`src/rtl/filter_out_buffer.sv`:
```
// filter_out_buffer: output buffer behind the polyphase IIR filter.
// Drops the first DISCARD_N strobed samples after reset while the filter
// settles. After that it queues samples in a DEPTH-entry FIFO and hands them
// to the consumer over a valid/ready handshake. Samples that arrive when the
// FIFO is full are counted as overflow drops.
module filter_out_buffer #(
    parameter int DATA_W    = 11,
    parameter int DEPTH     = 16,
    parameter int DISCARD_N = 24,
    parameter int CNT_W     = 16
) (
    input  logic                       clk,
    input  logic                       reset,
    input  logic                       in_valid,
    input  logic signed [DATA_W-1:0]   in,
    input  logic                       flush,
    input  logic                       clear_ovf,
    output logic signed [DATA_W-1:0]   out_data,
    output logic                       out_valid,
    input  logic                       out_ready,
    output logic [$clog2(DEPTH):0]     level,
    output logic                       primed,
    output logic                       overflow,
    output logic [CNT_W-1:0]           drop_count
);

    localparam int AW    = $clog2(DEPTH);
    localparam int LVL_W = AW + 1;
    localparam int DC_W  = (DISCARD_N > 1) ? $clog2(DISCARD_N) : 1;
    localparam int DLAST = (DISCARD_N > 0) ? DISCARD_N - 1 : 0;

    typedef enum logic {PRIME, RUN} state_t;

    state_t              state, state_nxt;
    logic [DC_W-1:0]     disc_cnt, disc_cnt_nxt;

    logic [DEPTH-1:0][DATA_W-1:0] mem;
    logic [AW-1:0]       wr_ptr, rd_ptr, wr_ptr_nxt, rd_ptr_nxt;
    logic [LVL_W-1:0]    level_nxt;

    logic run, pop, full, push_req, push, drop, head_from_in;

    // ---------------------------------------------------------------
    // Discard-phase FSM
    // ---------------------------------------------------------------

    // State register; with no discard phase the block comes out of reset running.
    always_ff @(posedge clk or posedge reset) begin
        if (reset) begin
            state    <= (DISCARD_N == 0) ? RUN : PRIME;
            disc_cnt <= '0;
        end else begin
            state    <= state_nxt;
            disc_cnt <= disc_cnt_nxt;
        end
    end

    // Count strobes in PRIME. The strobe that brings the count to DISCARD_N moves the FSM to RUN.
    always_comb begin
        state_nxt    = state;
        disc_cnt_nxt = disc_cnt;
        case (state)
            PRIME: begin
                if (in_valid) begin
                    if (disc_cnt == DC_W'(DLAST)) begin
                        state_nxt = RUN;
                    end else begin
                        disc_cnt_nxt = disc_cnt + 1'b1;
                    end
                end
            end
            RUN: begin
                state_nxt = RUN;
            end
            default: state_nxt = PRIME;
        endcase
    end

    assign run    = (state == RUN);
    assign primed = run;

    // ---------------------------------------------------------------
    // FIFO control
    // ---------------------------------------------------------------
    // A full FIFO still accepts a push when a pop frees a slot in the same
    // cycle. Flush suppresses both the push and the drop accounting.
    assign pop      = out_valid & out_ready;
    assign full     = (level == LVL_W'(DEPTH));
    assign push_req = run & in_valid & ~flush;
    assign push     = push_req & (~full | pop);
    assign drop     = push_req & full & ~pop;

    // The new head comes straight from `in` when the FIFO is (or becomes) empty this cycle.
    assign head_from_in = push & ((level == '0) | ((level == LVL_W'(1)) & pop));

    // Next-cycle pointers and occupancy.
    always_comb begin
        wr_ptr_nxt = wr_ptr;
        rd_ptr_nxt = rd_ptr;
        level_nxt  = level;
        if (flush) begin
            wr_ptr_nxt = '0;
            rd_ptr_nxt = '0;
            level_nxt  = '0;
        end else begin
            wr_ptr_nxt = wr_ptr + AW'(push);
            rd_ptr_nxt = rd_ptr + AW'(pop);
            level_nxt  = level + LVL_W'(push) - LVL_W'(pop);
        end
    end

    // Pointer and level registers.
    always_ff @(posedge clk or posedge reset) begin
        if (reset) begin
            wr_ptr <= '0;
            rd_ptr <= '0;
            level  <= '0;
        end else begin
            wr_ptr <= wr_ptr_nxt;
            rd_ptr <= rd_ptr_nxt;
            level  <= level_nxt;
        end
    end

    // Sample storage.
    always_ff @(posedge clk or posedge reset) begin
        if (reset) begin
            mem <= '0;
        end else if (push) begin
            mem[wr_ptr] <= in;
        end
    end

    // Registered head-of-FIFO. out_data keeps its last value while the FIFO is empty.
    always_ff @(posedge clk or posedge reset) begin
        if (reset) begin
            out_data  <= '0;
            out_valid <= 1'b0;
        end else if (flush) begin
            out_valid <= 1'b0;
        end else begin
            out_valid <= (level_nxt != '0);
            if (head_from_in) begin
                out_data <= in;
            end else if (level_nxt != '0) begin
                out_data <= mem[rd_ptr_nxt];
            end
        end
    end

    // Overflow flag and saturating drop counter. A same-cycle drop overrides clear_ovf.
    always_ff @(posedge clk or posedge reset) begin
        if (reset) begin
            overflow   <= 1'b0;
            drop_count <= '0;
        end else if (drop) begin
            overflow   <= 1'b1;
            if (clear_ovf) begin
                drop_count <= CNT_W'(1);
            end else if (drop_count != '1) begin
                drop_count <= drop_count + 1'b1;
            end
        end else if (clear_ovf) begin
            overflow   <= 1'b0;
            drop_count <= '0;
        end
    end

endmodule

```
`config.mk`:
```
export PLATFORM = sky130hd
export DESIGN_NAME = filter_out_buffer
export DESIGN_NICKNAME = d
export VERILOG_FILES = /design/src/rtl/filter_out_buffer.sv
export SDC_FILE = /design/constraint.sdc
export NUM_CORES = 1
export LEC_CHECK = 0
export CELL_PAD_IN_SITES_DETAIL_PLACEMENT = 2
export CELL_PAD_IN_SITES_GLOBAL_PLACEMENT = 2
export CORE_MARGIN = 2
export CORE_UTILIZATION = 35
export DETAILED_ROUTE_END_ITERATION = 8
export PLACE_DENSITY = 0.67
export SETUP_SLACK_MARGIN = 0.02
export SLEW_MARGIN = 10
export SYNTH_ARGS = -nofsm -noshare
export SYNTH_HDL_FRONTEND = slang
export SYNTH_SLANG_ARGS = --single-unit
```
`constraint.sdc`:
```
create_clock -name clk -period 11.18 [get_ports clk]
set_input_delay 3.354 -clock clk [delete_from_list [all_inputs] [get_ports clk]]
set_output_delay 3.354 -clock clk [all_outputs]
set_load 0.005 [all_outputs]
```
# Yosys cells after proc, flatten, opt, wreduce, memory -nomap -nowiden
# Index checks and enable logic that the tools add are counted.
[classes] n_addsub=6 n_lt_le_gt_ge=3 n_eq_ne=4 mux=20 bitwise_logic=15 reduce_logical=9
[ops] cell="176-bit bitwise mux" n=1
[ops] cell="16-bit 2-to-1 mux" n=4
[ops] cell="11-bit binary-select mux with 4-bit select" n=1
[ops] cell="11-bit demux with 4-bit select" n=1
[ops] cell="11-bit 2-to-1 mux" n=4
[ops] cell="16-bit by 1-bit adder with 16-bit output, second input constant" n=1
[ops] cell="16-bit inequality test, second input constant" n=1
[ops] cell="5-bit == test, second input constant" n=2
[ops] cell="4-bit by 5-bit < comparator with 1-bit output, second input constant" n=2
[ops] cell="4-bit by 1-bit adder with 4-bit output" n=2
[ops] cell="1-bit AND" n=8
[ops] cell="4-bit 2-to-1 mux" n=2
[ops] cell="2-bit nonzero test" n=3
[ops] cell="5-bit by 1-bit adder with 5-bit output" n=1
[ops] cell="5-bit by 1-bit adder with 5-bit output, second input constant" n=1
[ops] cell="5-bit by 1-bit == test with 1-bit output, second input constant" n=1
[ops] cell="5-bit logical NOT" n=1
[ops] cell="1-bit 2-to-1 mux" n=5
[ops] cell="5-bit 2-to-1 mux" n=1
[ops] cell="1-bit NOT" n=5
[ops] cell="5-bit nonzero test" n=1
[ops] cell="5-bit by 1-bit subtractor with 5-bit output" n=1
[ops] cell="4-bit by 1-bit greater-or-equal comparator with 1-bit output, second input constant" n=1
[ops] cell="2-bit AND reduction" n=2
[ops] cell="4 further kinds" n=5
[word_totals] register_bits=224 output_inout_bits=35 wordCells=82

# Depth between registers and ports, before layout
# Gate-level depths: netlist of the first run.
[logic_depth] ltp_word=10 mapped_depth=16 mapped_depth_nobuf=15

# Worst setup path before layout of the first run
# OpenSTA, ideal clock, no wires.
[synth_path] path_type="input to register" start="input port flush" end="register out_data[10]" setup_ps=116 arrival_time_ps=5685 required_time_ps=11064 slack_ps=5379 path_stages=15 path_buffers=2 path_cell_list="buf_6 nand3b_4 a31oi_4 nand2_1 nand2_1 ha_1 inv_1 fa_1 nand2b_1 a21oi_1 xnor2_1 a311oi_1 clkbuf_1 nand3_1 o311ai_0"
[synth_via] elab_chain_cells=9 elab_cells_between_ends=15 cone_classes="add/sub: 2; mux: 6; bitwise: 4; reduce/logical: 3"
[synth_rtl] item="from (decl)" line="16" rtl="input logic flush,"
[synth_rtl] item="1-bit NOT (no line)"
[synth_rtl] item="1-bit AND" line="89" rtl="assign push_req = run & in_valid & ~flush;"
[synth_rtl] item="1-bit AND" line="90" rtl="assign push = push_req & (~full | pop);"
[synth_rtl] item="5-bit by 1-bit adder with 5-bit output" line="108" rtl="level_nxt = level + LVL_W'(push) - LVL_W'(pop);"
[synth_rtl] item="5-bit by 1-bit subtractor with 5-bit output" line="108"
[synth_rtl] item="5-bit 2-to-1 mux" line="101" rtl="if (flush) begin"
[synth_rtl] item="5-bit nonzero test" line="145" rtl="end else if (level_nxt != '0) begin"
[synth_rtl] item="2-bit nonzero test (no line)"
[synth_rtl] item="2-bit AND reduction (no line)"
[synth_rtl] item="to (signal assigned)" line="144" rtl="out_data <= in;"
[synth_rtl] item="to (signal assigned)" line="146" rtl="out_data <= mem[rd_ptr_nxt];"
[synth_rtl] item="to (decl)" line="18" rtl="output logic signed [DATA_W-1:0] out_data,"
# Several ways; a longest one is shown, not always the timed one. The select of a mux whose other input is x is not followed.
# A chain may end at the register's enable or synchronous reset.

# Final worst setup path of the first run
[layout_path] start="input port out_ready" end="register out_data[3]"
[layout_via] elab_chain_cells=9 elab_cells_between_ends=18 cone_classes="add/sub: 3; mux: 6; bitwise: 6; reduce/logical: 3"
[layout_rtl] item="from (decl)" line="20" rtl="input logic out_ready,"
[layout_rtl] item="1-bit AND *" line="87" rtl="assign pop = out_valid & out_ready;"
[layout_rtl] item="1-bit OR" line="90"
[layout_rtl] item="1-bit AND" line="90"
[layout_rtl] item="5-bit by 1-bit adder with 5-bit output" line="108"
[layout_rtl] item="5-bit by 1-bit subtractor with 5-bit output" line="108"
[layout_rtl] item="5-bit 2-to-1 mux" line="101"
[layout_rtl] item="5-bit nonzero test" line="145"
[layout_rtl] item="2-bit nonzero test (no line)"
[layout_rtl] item="2-bit AND reduction (no line)"
# Every way passes the cells marked *; elsewhere a longest branch is shown, timed or not. The select of a mux whose other input is x is not followed.

==> results of run 1 <==
## final timing paths
path | startpoint | endpoint | slack [ns] | depth (start not counted)
min | disc_cnt[4] | disc_cnt[4] | 0.47 | 1
max | out_ready | out_data[3] | 3.90 | 12
min in group asynchronous | reset | mem[34] | 3.31 | 2
max in group asynchronous | reset | drop_count[12] | 6.47 | 3
min reg2reg | disc_cnt[4] | disc_cnt[4] | 0.47 | 1
max reg2reg | out_valid | out_data[3] | 6.73 | 11
## cell type report
class                      count  share of cell area, %
clock buffer                  44                   6.97
clock inverter                 7                  0.554
inverter                      25                  0.801
multi-input combinational    565                   38.5
sequential                   224                   44.3
tap                          396                   3.92
timing repair buffer          66                   4.93
## cells by family after synthesis
kind of cell / after synthesis / synth area share (%)
and+or+nand+nor: 188 / 9.13
muxes: 234 / 24.1
xor gates and xnor gates: 25 / 2.02
AOI/OAI and AO/OA: 106 / 7.81
DFF: 224 / 51.6
adders and majority gates: 12 / 1.45
buffers and inverters: 90 / 3.89
## flip-flops by register name, summed over array words and instances (netlist names)
| signal | cells |
|---|---|
| mem | 176 |
| drop_count | 16 |
| out_data | 11 |
| disc_cnt | 5 |
| level | 5 |
| rd_ptr | 4 |
| wr_ptr | 4 |
| out_valid | 1 |
| overflow | 1 |
| primed | 1 |
## per-layer routing
metal  vias up  track usage (%)  wire length (µm)
met1      3787             25.0             13700
li1       3214                -                 -
met3        45             2.28               709
met4         0             4.81               754
met2        98             30.9             14000
met5         -                0                 0
## metrics by stage
step	instances	power, W	worst slack [ns]
5_1_grt	1327	0.00246	3.69
3_3_place_gp	1276	0.00144	3.38
4_1_cts	1327	0.00239	3.90
2_1_floorplan	879	0.00125	1.69
3_5_place_dp	1276	0.00145	3.37
6_report	1327	0.00234	3.90
## power by group through the flow
stage | clock [W] | combinational (W) | sequential [W]
final | 0.000916 | 0.000505 | 0.000924
after CTS | 0.000945 | 0.000517 | 0.000925
after detailed placement | 0 | 0.000508 | 0.000939
after global routing | 0.000974 | 0.000557 | 0.000933
after floorplan | 0 | 0.000330 | 0.000923
after global placement | 0 | 0.000500 | 0.000938
## cell usage in the layout (no fill, tap or decap), drive strengths merged, types with 2 or more instances in the layout
master,count
a211oi,41
a21o,3
a21oi,7
a311o,10
a31oi,3
and2,19
and3,4
and3b,2
and4,4
buf,15
clkbuf,44
clkdlybuf4s50,51
clkinv,6
dfrtp,224
ha,11
inv,25
mux2,188
mux2i,46
nand2,66
nand2b,4
nand3,20
nand4,5
nor2,23
nor2b,24
nor3,6
nor3b,4
nor4,2
o211ai,10
o21ai,5
o311ai,20
xnor2,19
xor2,6
## synthesized netlist by cell type (6+ instances only)
master	n
inv_1	22
dfrtp_1	224
a211oi_1	41
xnor2_1	19
mux2_4	10
clkbuf_1	27
buf_4	8
mux2i_1	46
nor2_1	23
nor2b_1	24
a311o_1	10
ha_1	11
and2_1	19
nand2_1	63
nor3_1	6
o211ai_1	10
a21oi_1	6
nand3_1	19
xor2_1	6
o311ai_0	16
mux2_2	177
buf_2	26
==> flow_summary.yaml, run 1 <==
cts:
  clockRootBuffer: "clkbuf_16"
  path_clk_slew_ns: 0.06
  cts_htree_levels: 1
  hold_buffers: 0
  numCtsBuffers: 29
  cts_setup_buffers: 0
  cts_buffer_depth: 3
  cts_tree: "built"
  ctsResizeCount: 0
  clock-sinks: 224
  clk_latency_ns: 0.55
cells_and_area:
  seqCellArea_um2: 5610
  finalNetCount: 940
  final_util_pct: 41.4
  num_antenna_cells: 0
  syn2layout_area_growth_pct: 16.5
  fill_cells: 3083
  multi_input_area_um2: 4870
  final_area_um2: 12600
  final_layout_size_suffix_gt1_share_pct: 29.0
pwr:
  power_leakage_nw: 5.88
  clkPwrFrac_pct: 39.0
  combPwrFrac_pct: 21.5
  power_frac_seq_pct: 39.4
  p_sw_share_pct: 29.3
  intPower_w: 0.00166
  power.density_nw_per_um2: 185
  power.switching_w: 0.000687
  worst_ir_drop_vdd_mv: 0.120
sta:
  tightestPinTransition_ns: 1.12
  setup_violations: 0
  slew_viol_final: 0
  timing.hold.ws_ns: 0.470
  relSlewSlack_pct: 25.0
  period_minus_slack_ns: 7.28
  min_period_over_period_pct: 65.1
  tns_ns: 0
  max_freq_mhz: 137
  clock_skew_ns: 0.0114
  hold_viol: 0
  rsz0062_at_grt: "false"
floorplan:
  rows: 64
  initial_utilization_pct: 35.5
  coreArea_um2: 30600
  die_area_um2: 32500
  floorplan.io_pins: 52
  die_w_um: 180
  die_y_um: 180
logic_synthesis:
  yosys_warnings: 0
  async_flop_share_pct: 100
  synth_cell_types: 57
  syn_area_um2: 10900
  ys.flop_type: "dfrtp_1"
  yosys_register_bits: 224
  synth_edf_count: 0
  synth_area_leaders: "dfrtp_1 (52%), mux2_2 (18%), mux2i_1 (4.2%)"
  postSynthAreaPerCell_um2: 12.4
  yosysTopAreaCell: "dfrtp_1"
  synth_cells: 879
  ys_seq_area_share_pct: 51.6
  synth_top_area_share_pct: 51.6
  syn_nets: 908
place:
  post-dp-hpwl_um: 17800
  placed_cell_area_um2: 11700
  place.gp.congestion: 0.740
  place.port_buffers: 51
setup_path:
  critPathBufInv: 4
  slowest_stage: "clkinv_1"
  cp_common_cell: "o311ai_0"
  cp_top_family: "buffers and inverters"
  path_cells: "clkdlybuf4s50_1 > nand2_1 > inv_1 > ha_2 > ha_1 > nand2b_2 > clkinv_1 > buf_4 > o211ai_1 > o311ai_0 > nand3_1 > o311ai_0"
  crit_path_max_fanout: 42
  worstSetupPathType: "input port to register"
  cp.required_ns: 11.58
  worst_ep_arrival_time_ns: 7.68
  max_stage_delay_ns: 0.89
  crit_path_end_kind: "register"
  crit_path_start_kind: "input port"
route:
  postRouteAntennaNets: 0
  drtIter0Drc: 277
  first_pass_iters: 4
  wl_per_cell_um: 22.0
  vias: 7144
  drc: 0
  post_drt_via_cell_ratio: 5.38
  finalWirelength_um: 29200
global_route:
  antenna_found_initial: 0
  gr-usage-all-layers_pct: 18.3
  grt_pass1_wl_um: 47400
  grt_max_degree: 89
  gr-total-overflow: 0
  grt_pass1_vias: 8016
flow_run:
  max_cap_viol_count: 0
status:
  status: "completed"
hold_path:
  hold_class: "register to register"
No activity file was read; power rests on OpenSTA's default activity.
==> run 2: changes to the inputs <==
--- a/config.mk
+++ b/config.mk
@@ -10,7 +10,7 @@
 export CORE_MARGIN = 2
 export CORE_UTILIZATION = 35
 export DETAILED_ROUTE_END_ITERATION = 8
-export PLACE_DENSITY = 0.67
+export PLACE_DENSITY = 0.7
 export SETUP_SLACK_MARGIN = 0.02
 export SLEW_MARGIN = 10
 export SYNTH_ARGS = -nofsm -noshare
==> constraint.sdc (replaced) <==
create_clock -name clk -period 6.4 [get_ports clk]
set_input_delay 1.92 -clock clk [delete_from_list [all_inputs] [get_ports clk]]
set_output_delay 1.92 -clock clk [all_outputs]
set_load 0.005 [all_outputs]
==> flow_summary.yaml, run 2 (synthesis results as in run 1) <==
sta:
  hold_viol: 0
  setup_violations: 0
  tightestPinTransition_ns: 1.19
  period_minus_slack_ns: 5.03
  min_period_over_period_pct: 78.6
  tns_ns: 0
  relSlewSlack_pct: 20.3
  rsz0062_at_grt: "false"
  clock_skew_ns: 0.00737
  max_freq_mhz: 199
  fin_ws_ns: 1.37
  slew_viol_final: 0
floorplan:
  floorplan.io_pins: 52
  die_w_um: 180
  initial_utilization_pct: 35.5
  rows: 64
  die_area_um2: 32500
  coreArea_um2: 30600
  die_y_um: 180
place:
  pre_cts_ws_ns: 0.863
  post-dp-hpwl_um: 18600
  place.gp.congestion: 0.729
  place.port_buffers: 51
cells_and_area:
  syn2layout_area_growth_pct: 16.1
  regMostFlops: "mem"
  final_util_pct: 41.2
  reg_top3: "mem: 176 flops, drop_count: 16 flops, out_data: 11 flops"
  mostFrequentLayoutCells: "dfrtp_1 (224), mux2_2 (177), nand2_1 (63)"
  fill_cells: 3072
  largest_reg_flops: 176
  num_antenna_cells: 0
  final_layout_size_suffix_gt1_share_pct: 28.8
  finalNetCount: 941
  layout_commonest_cell: "dfrtp_1"
pwr:
  p_sw_share_pct: 30.0
  combPwrFrac_pct: 22.6
  power_frac_seq_pct: 40.6
  power.density_nw_per_um2: 317
  power_leakage_nw: 5.84
  intPower_w: 0.00280
  power.switching_w: 0.00120
  worst_ir_drop_vdd_mv: 0.181
  clkPwrFrac_pct: 36.8
global_route:
  grt_pass1_wl_um: 48200
  gr-usage-all-layers_pct: 18.7
  grt_pass1_vias: 7974
  grt_max_degree: 123
  antenna_found_initial: 0
  gr-total-overflow: 0
route:
  finalWirelength_um: 29800
  post_drt_via_cell_ratio: 5.39
  postRouteAntennaNets: 0
  drtIter0Drc: 268
  drc: 0
  first_pass_iters: 4
  wl_per_cell_um: 22.4
  vias: 7142
setup_path:
  worstSetupPathType: "input port to register"
  cp.required_ns: 6.80
  worst_ep_arrival_time_ns: 5.43
  r2r_cells: 15
  crit_path_end_kind: "register"
  rr_startpoint: "level[3]"
  rrSetupSlack_ns: 2.76
  worstReg2RegEnd: "out_data[10]"
  crit_path_start_kind: "input port"
  startpoint: "flush"
  crit_path_max_fanout: 18
  path_cells: "clkdlybuf4s50_1 > buf_4 > nand3b_4 > a31oi_4 > nand2_1 > nand2_1 > ha_1 > inv_1 > fa_1 > nand2b_1 > a21oi_1 > xnor2_1 > a311oi_2 > nand3_1 > o311ai_0"
  cp_common_cell: "nand2_1"
  slowest_stage: "a311oi_2"
  max_stage_delay_ns: 0.84
cts:
  path_clk_slew_ns: 0.06
  clockRootBuffer: "clkbuf_16"
  numCtsBuffers: 26
  clk_latency_ns: 0.53
  hold_buffers: 0
  cts_htree_levels: 1
  clock-sinks: 224
  ctsResizeCount: 0
  cts_setup_buffers: 0
  cts_buffer_depth: 3
  cts_tree: "built"
flow_run:
  max_cap_viol_count: 0
hold_path:
  min_path_cells: 1
  hold_path_startpoint: "disc_cnt[4]"
  holdPathEnd: "disc_cnt[4]"
  hold_class: "register to register"
status:
  status: "completed"
run 2: changes by cell type in the layout (fill, tap and decap cells not counted):
| cell | previous run | this run |
|---|---|---|
| clkbuf_8 | 10 | 6 |
| buf_12 | 0 | 3 |
| clkbuf_1 | 5 | 7 |
| clkbuf_16 | 29 | 27 |
| clkinvlp_4 | 0 | 2 |
| inv_8 | 2 | 0 |
| buf_4 | 15 | 16 |
| inv_6 | 1 | 0 |
| nor2b_1 | 23 | 22 |
| nor2b_2 | 0 | 1 |
run 2: metrics by stage:
| step | hold WS, ns | instances | power, W | instance area [µm²] |
|---|---|---|---|---|
| 2_1_floorplan | 0.439 | 879 | 0.00219 | 10900 |
| 4_1_cts | 0.493 | 1326 | 0.00406 | 12600 |
| 3_5_place_dp | 0.481 | 1280 | 0.00256 | 11800 |
| 5_1_grt | 0.510 | 1326 | 0.00420 | 12600 |
| 6_report | 0.479 | 1326 | 0.00400 | 12600 |
| 3_3_place_gp | 0.457 | 1280 | 0.00253 | 11800 |
run 2: area by class of cell:
class                      count  area [µm²]  share of cell area, %
sequential                   224        5610                   44.5
multi-input combinational    565        4870                   38.7
clock buffer                  40         785                   6.22
timing repair buffer          70         691                   5.48
tap                          396         495                   3.93
inverter                      25        97.6                  0.774
clock inverter                 6        57.6                  0.457
run 2: power by group through the flow:
| stage | registers [W] | clock network (W) | logic [W] |
|---|---|---|---|
| 5_1_grt | 0.00164 | 0.00158 | 0.000994 |
| 3_5_place_dp | 0.00165 | 0 | 0.000914 |
| 6_report | 0.00162 | 0.00147 | 0.000904 |
| 2_1_floorplan | 0.00161 | 0 | 0.000577 |
| 4_1_cts | 0.00162 | 0.00152 | 0.000921 |
| 3_3_place_gp | 0.00164 | 0 | 0.000882 |
run 2: per-layer routing:
layer  wire [µm]  vias up  global-route usage, %
met1       14100     3764                   26.0
met5           0        -                      0
met4         598        0                   4.32
met2       14100      108                   31.0
li1            -     3228                      -
met3         899       42                   2.47
run 2: how the worst max path moves through the flow:
| stage | end | depth (start not counted) |
|---|---|---|
| floorplan | disc_cnt[0] | 1 |
| global placement | out_data[3] | 15 |
| detailed placement | out_data[2] | 15 |
| CTS | out_data[10] | 15 |
| global route | out_data[10] | 15 |
| finish | out_data[10] | 15 |
run 2: worst max-delay path, delay by kind of cell:
family / cells / cell delay (ns)
compound gates: 4 / 1.40
xor+xnor: 1 / 0.13
fa+ha+maj: 2 / 0.56
buf+inv: 3 / 0.68
simple gates: 5 / 0.72
